<file path="src/rtl/mpp20_beacon_pkg.sv">
// Shared definitions for the MPP20 beacon serial transmitter.
package mpp20_beacon_pkg;

   localparam logic [7:0]  PREAMBLE_DEFAULT = 8'h7E;
   localparam int unsigned FRAME_BITS       = 33;
   localparam int unsigned WORD_W           = 24;

   typedef enum logic [2:0] {
      ST_IDLE,
      ST_PREAMBLE,
      ST_DATA,
      ST_PARITY,
      ST_GAP
   } state_e;

endpackage

</file>
<file path="src/rtl/mpp20_beacon_tx_bit_tick.sv">
// Bit-period divider: counts 0..BIT_DIV-1 and ticks on the last count.
module mpp20_bit_tick #(
   parameter int unsigned BIT_DIV = 4
) (
   input  logic clk,
   input  logic clr,
   output logic tick
);

   logic [7:0] cnt_q;
   logic [7:0] cnt_d;

   always_comb begin
      tick  = (cnt_q == 8'(BIT_DIV - 1));
      cnt_d = tick ? '0 : cnt_q + 8'd1;
   end

   always_ff @(posedge clk) begin
      if (clr) begin
         cnt_q <= '0;
      end else begin
         cnt_q <= cnt_d;
      end
   end

endmodule

</file>
<file path="src/rtl/mpp20_beacon_tx.sv">
// Serialises 24-bit beacon words as preamble + data + even parity + idle gap.
module mpp20_beacon_tx
   import mpp20_beacon_pkg::*;
#(
   parameter int unsigned BIT_DIV  = 4,
   parameter int unsigned GAP_BITS = 2,
   parameter logic [7:0]  PREAMBLE = PREAMBLE_DEFAULT
) (
   input  logic              Clk,
   input  logic              Rst,
   input  logic              enable,
   input  logic [WORD_W-1:0] BeaconData_in,
   input  logic              data_valid,
   output logic              ready,
   output logic              tx_bit,
   output logic              tx_active,
   output logic              frame_done
);

   localparam int unsigned LAST_BIT = FRAME_BITS + GAP_BITS - 1;

   state_e                  state_q, state_d;
   logic [FRAME_BITS-1:0]   shift_q, shift_d;
   logic [5:0]              bit_cnt_q, bit_cnt_d;
   logic                    accept;
   logic                    tick;

   mpp20_bit_tick #(
      .BIT_DIV(BIT_DIV)
   ) u_bit_tick (
      .clk (Clk),
      .clr (accept || Rst),
      .tick(tick)
   );

   always_comb begin
      state_d    = state_q;
      shift_d    = shift_q;
      bit_cnt_d  = bit_cnt_q;
      frame_done = 1'b0;
      tx_bit     = 1'b0;
      ready      = (state_q == ST_IDLE) && enable;
      accept     = ready && data_valid;
      tx_active  = (state_q != ST_IDLE);

      // bit_cnt keeps running through the gap so one compare marks the frame end
      if (state_q != ST_IDLE && tick) begin
         shift_d   = shift_q << 1;
         bit_cnt_d = bit_cnt_q + 6'd1;
      end

      case (state_q)
         ST_IDLE: begin
            if (accept) begin
               shift_d   = {PREAMBLE, BeaconData_in, ^BeaconData_in};
               bit_cnt_d = '0;
               state_d   = ST_PREAMBLE;
            end
         end
         ST_PREAMBLE: begin
            tx_bit = shift_q[FRAME_BITS-1];
            if (tick && bit_cnt_q == 6'd7) state_d = ST_DATA;
         end
         ST_DATA: begin
            tx_bit = shift_q[FRAME_BITS-1];
            if (tick && bit_cnt_q == 6'(FRAME_BITS - 2)) state_d = ST_PARITY;
         end
         ST_PARITY: begin
            tx_bit = shift_q[FRAME_BITS-1];
            if (tick) begin
               if (GAP_BITS == 0) begin
                  state_d    = ST_IDLE;
                  frame_done = 1'b1;
               end else begin
                  state_d = ST_GAP;
               end
            end
         end
         ST_GAP: begin
            if (tick && bit_cnt_q == 6'(LAST_BIT)) begin
               state_d    = ST_IDLE;
               frame_done = 1'b1;
            end
         end
         default: state_d = ST_IDLE;
      endcase
   end

   always_ff @(posedge Clk) begin
      if (Rst) begin
         state_q   <= ST_IDLE;
         shift_q   <= '0;
         bit_cnt_q <= '0;
      end else begin
         state_q   <= state_d;
         shift_q   <= shift_d;
         bit_cnt_q <= bit_cnt_d;
      end
   end

endmodule

</file>
<file path="config.mk">
export PLATFORM = sky130hd
export DESIGN_NAME = mpp20_beacon_tx
export DESIGN_NICKNAME = d
export VERILOG_FILES = /design/src/rtl/mpp20_beacon_pkg.sv /design/src/rtl/mpp20_beacon_tx_bit_tick.sv /design/src/rtl/mpp20_beacon_tx.sv
export SDC_FILE = /design/constraint.sdc
export NUM_CORES = 1
export LEC_CHECK = 0
export BUFFER_PORTS_ARGS = -buffer_cell sky130_fd_sc_hd__clkbuf_2
export CAP_MARGIN = 20
export CORE_MARGIN = 5
export CORE_UTILIZATION = 50
export CTS_CLUSTER_SIZE = 40
export DETAILED_ROUTE_END_ITERATION = 12
export GPL_TIMING_DRIVEN = 0
export PLACE_DENSITY = 0.8
export SLEW_MARGIN = 20
export SYNTH_ARGS = -nofsm -noshare
export SYNTH_HDL_FRONTEND = slang
export SYNTH_HIERARCHICAL = 1
export SYNTH_SLANG_ARGS = --single-unit
</file>
<file path="constraint.sdc">
create_clock -name Clk -period 2.8 [get_ports Clk]
set_input_delay 0.56 -clock Clk [delete_from_list [all_inputs] [get_ports Clk]]
set_output_delay 0.56 -clock Clk [all_outputs]
set_load 0.1 [all_outputs]
</file>
==> flow_summary.json <==
{
  "outcome": "complete, no violations",
  "top_level_ports": 32,
  "crit_path_end_kind": "output port",
  "wl_per_cell_um": 13.4,
  "cts_root_buf": "clkbuf_8",
  "whs_path_depth": 2,
  "worst_reg_to_reg_setup_slack_ns": 0.43,
  "number_of_antenna_violations_at_the_first_check_in_global_routing": 0,
  "cts.reportedPaths.clkPinSlew_ns": 0.09,
  "detail_route.drc_violations": 0,
  "synth.cell_area_um2": 2500,
  "synth_top_area_share_pct": 40.1,
  "dieWidth_um": 80.7,
  "worst_skew_pair.late_latency_ns": 0.31,
  "first_pass_grt_wire_length_mm": 9.32,
  "vias_in_the_first_global_route": 2033,
  "period_needed_ns": 2.74,
  "finClkSkew_ns": 0.0141,
  "h-tree-depth": 2,
  "total_power_mw": 1.56,
  "grt_use_total_pct": 18.0,
  "fp.coreArea_um2": 4790,
  "initial_core_util_pct": 52.2,
  "max_clock_freq_mhz": 365,
  "worstMarginPinSlew_ns": 0.607,
  "synth_area_leaders": "dfxtp_1, nand2_1, xnor2_1",
  "mostFrequentLayoutCell": "nand2_1",
  "synth_edf_count": 0,
  "fin_ws_ns": 0.0637,
  "num_rows": 25,
  "post_synthesis_net_count": 327,
  "routed_wirelength_mm": 5.45,
  "final_layout_size_suffix_gt1_share_pct": 23.8,
  "power_density_nw_per_um2": 529,
  "rsz0062_at_grt": "true",
  "finalSetupTns_ns": 0,
  "detailroute.via_count": 2169,
  "die-area_um2": 6510,
  "tritoncts": "built",
  "synth.distinct_cells": 39,
  "layout_overhead_on_the_synthesized_area_pct": 18.5,
  "timing.critical_path.arrival_ns": 2.18,
  "vdd.ir_drop.worst_uv": 348,
  "finish.instance_area_um2": 2960,
  "min_hold_slack_ns": 0.467,
  "final.period_utilization_pct": 97.7,
  "worst_r2r_path_depth": 10,
  "data_required_time_at_the_worst_endpoint_ns": 2.24,
  "routed_via_density": 5.33,
  "power_leakage_nw": 1.07,
  "finalSetupViolCount": 0,
  "synth-async-reset-ratio_pct": 0,
  "yosysSeqAreaShare_pct": 40.1,
  "drt_iter0_drc": 101,
  "timing.max_slew.rel_slack_pct": 59.5,
  "floorplan.die.height_um": 80.7,
  "postLayoutCoreUtil_pct": 61.8,
  "place_area_um2": 2740,
  "worst_min_delay_path_category": "flop to flop",
  "drtPass1Iterations": 4,
  "drv_slew": 0,
  "grt_overflow": 0,
  "worstSetupStartpointType": "flop",
  "hpwlAfterDp_mm": 3.81,
  "final_cell_mix": "nand2_1, dfxtp_1, nor2_1",
  "placed_cells": 392,
  "dpl_worst_slack_ns": -0.570,
  "routed_antenna_nets": 0,
  "netlist.top_cell.by_area": "dfxtp_1",
  "finish.net_count": 371,
  "finalHoldViolCount": 0,
  "synth.avg_cell_area_um2": 8.47,
  "port_buffers": 30,
  "final_cell_count_no_fill": 407,
  "syn-instance-count": 295,
  "timing.critical_path.fanout_max": 2,
  "ys_warn_count": 6,
  "setup.worst_path.class": "flop to output port",
  "clk_path_buf_depth": 2,
  "cts_num_sinks": 50,
  "gpl.final_weighted_congestion": 0.797,
  "grt_start_max_net_pins": 16,
  "postSynth.topFlopCell": "dfxtp_1",
  "n_antenna_cell": 0,
  "cts-buffers-inserted": 5,
  "max-cap-violations": 0,
  "ys_ff_latch": 50,
  "cts_hold_buffers": 0
}
-- layer usage --
metal | GRT usage [%] | wire length, µm
met1 | 23.7 | 2470
met2 | 29.5 | 2720
met3 | 3.03 | 193
met4 | 6.59 | 76
met5 | 0 | 0
-- critical path, cell delays in order (launching register included) --
cell and delay [ns]:
dfxtp_2 0.36, ha_4 0.13, or4b_4 0.47, nor4_4 0.19, and2_4 0.19, nand4b_1 0.16
nor2_4 0.14, clkbuf_16 0.21
-- logic make-up after synthesis --
kind of cell | share of synthesized area (%)
buf+inv | 4.61
simple gates | 25.1
fa+ha+maj | 2.00
xor+xnor | 11.0
compound gates | 17.2
flops | 40.1
-- synthesized netlist by cell type, types with 2 or more instances --
library cell and n:
a21oi_1 10, a311oi_1 14, a311oi_2 10, a31oi_1 6, and2_1 2, buf_2 5
buf_4 3, buf_6 2, clkbuf_1 8, dfxtp_1 50, ha_1 4, inv_1 3
nand2_1 72, nand2b_1 2, nand3_1 8, nand4_1 4, nor2_1 39, nor2b_1 2
nor3_1 2, o21ai_0 3, or3_1 3, xnor2_1 19, xor2_1 8
-- power by group --
group / internal [mW] / switching [mW]
combinational: 0.133 / 0.144
sequential: 0.753 / 0.0243
clock: 0.267 / 0.244
-- cell type report --
type,count,area [µm²]
multi-input combinational,223,1420
timing repair buffer,37,223
clock inverter,2,37.5
clock buffer,6,72.6
buffer,18,100
tap,67,83.8
inverter,4,15.0
fill,408,1830
sequential,50,1000
-- path summary, 6_finish.rpt --
path                       endpoint                            from
max                      frame_done  u_bit_tick/cnt_q[0]$_SDFF_PP0_
min          shift_q[25]$_SDFF_PP0_          shift_q[24]$_SDFF_PP0_
max reg2reg  shift_q[23]$_SDFF_PP0_  u_bit_tick/cnt_q[0]$_SDFF_PP0_
min reg2reg  shift_q[25]$_SDFF_PP0_          shift_q[24]$_SDFF_PP0_
-- sequential cells by signal (all words and copies together) (netlist names) --
name              cells
shift_q              33
state_q               3
u_bit_tick/cnt_q      8
bit_cnt_q             6
-- what timing repair did --
item	CTS	global route
buffers inserted	5	2
endpoints found under the setup margin	18	1
pin swaps	4	1
resized for setup	9	1
(Power assumes the default switching activity.)
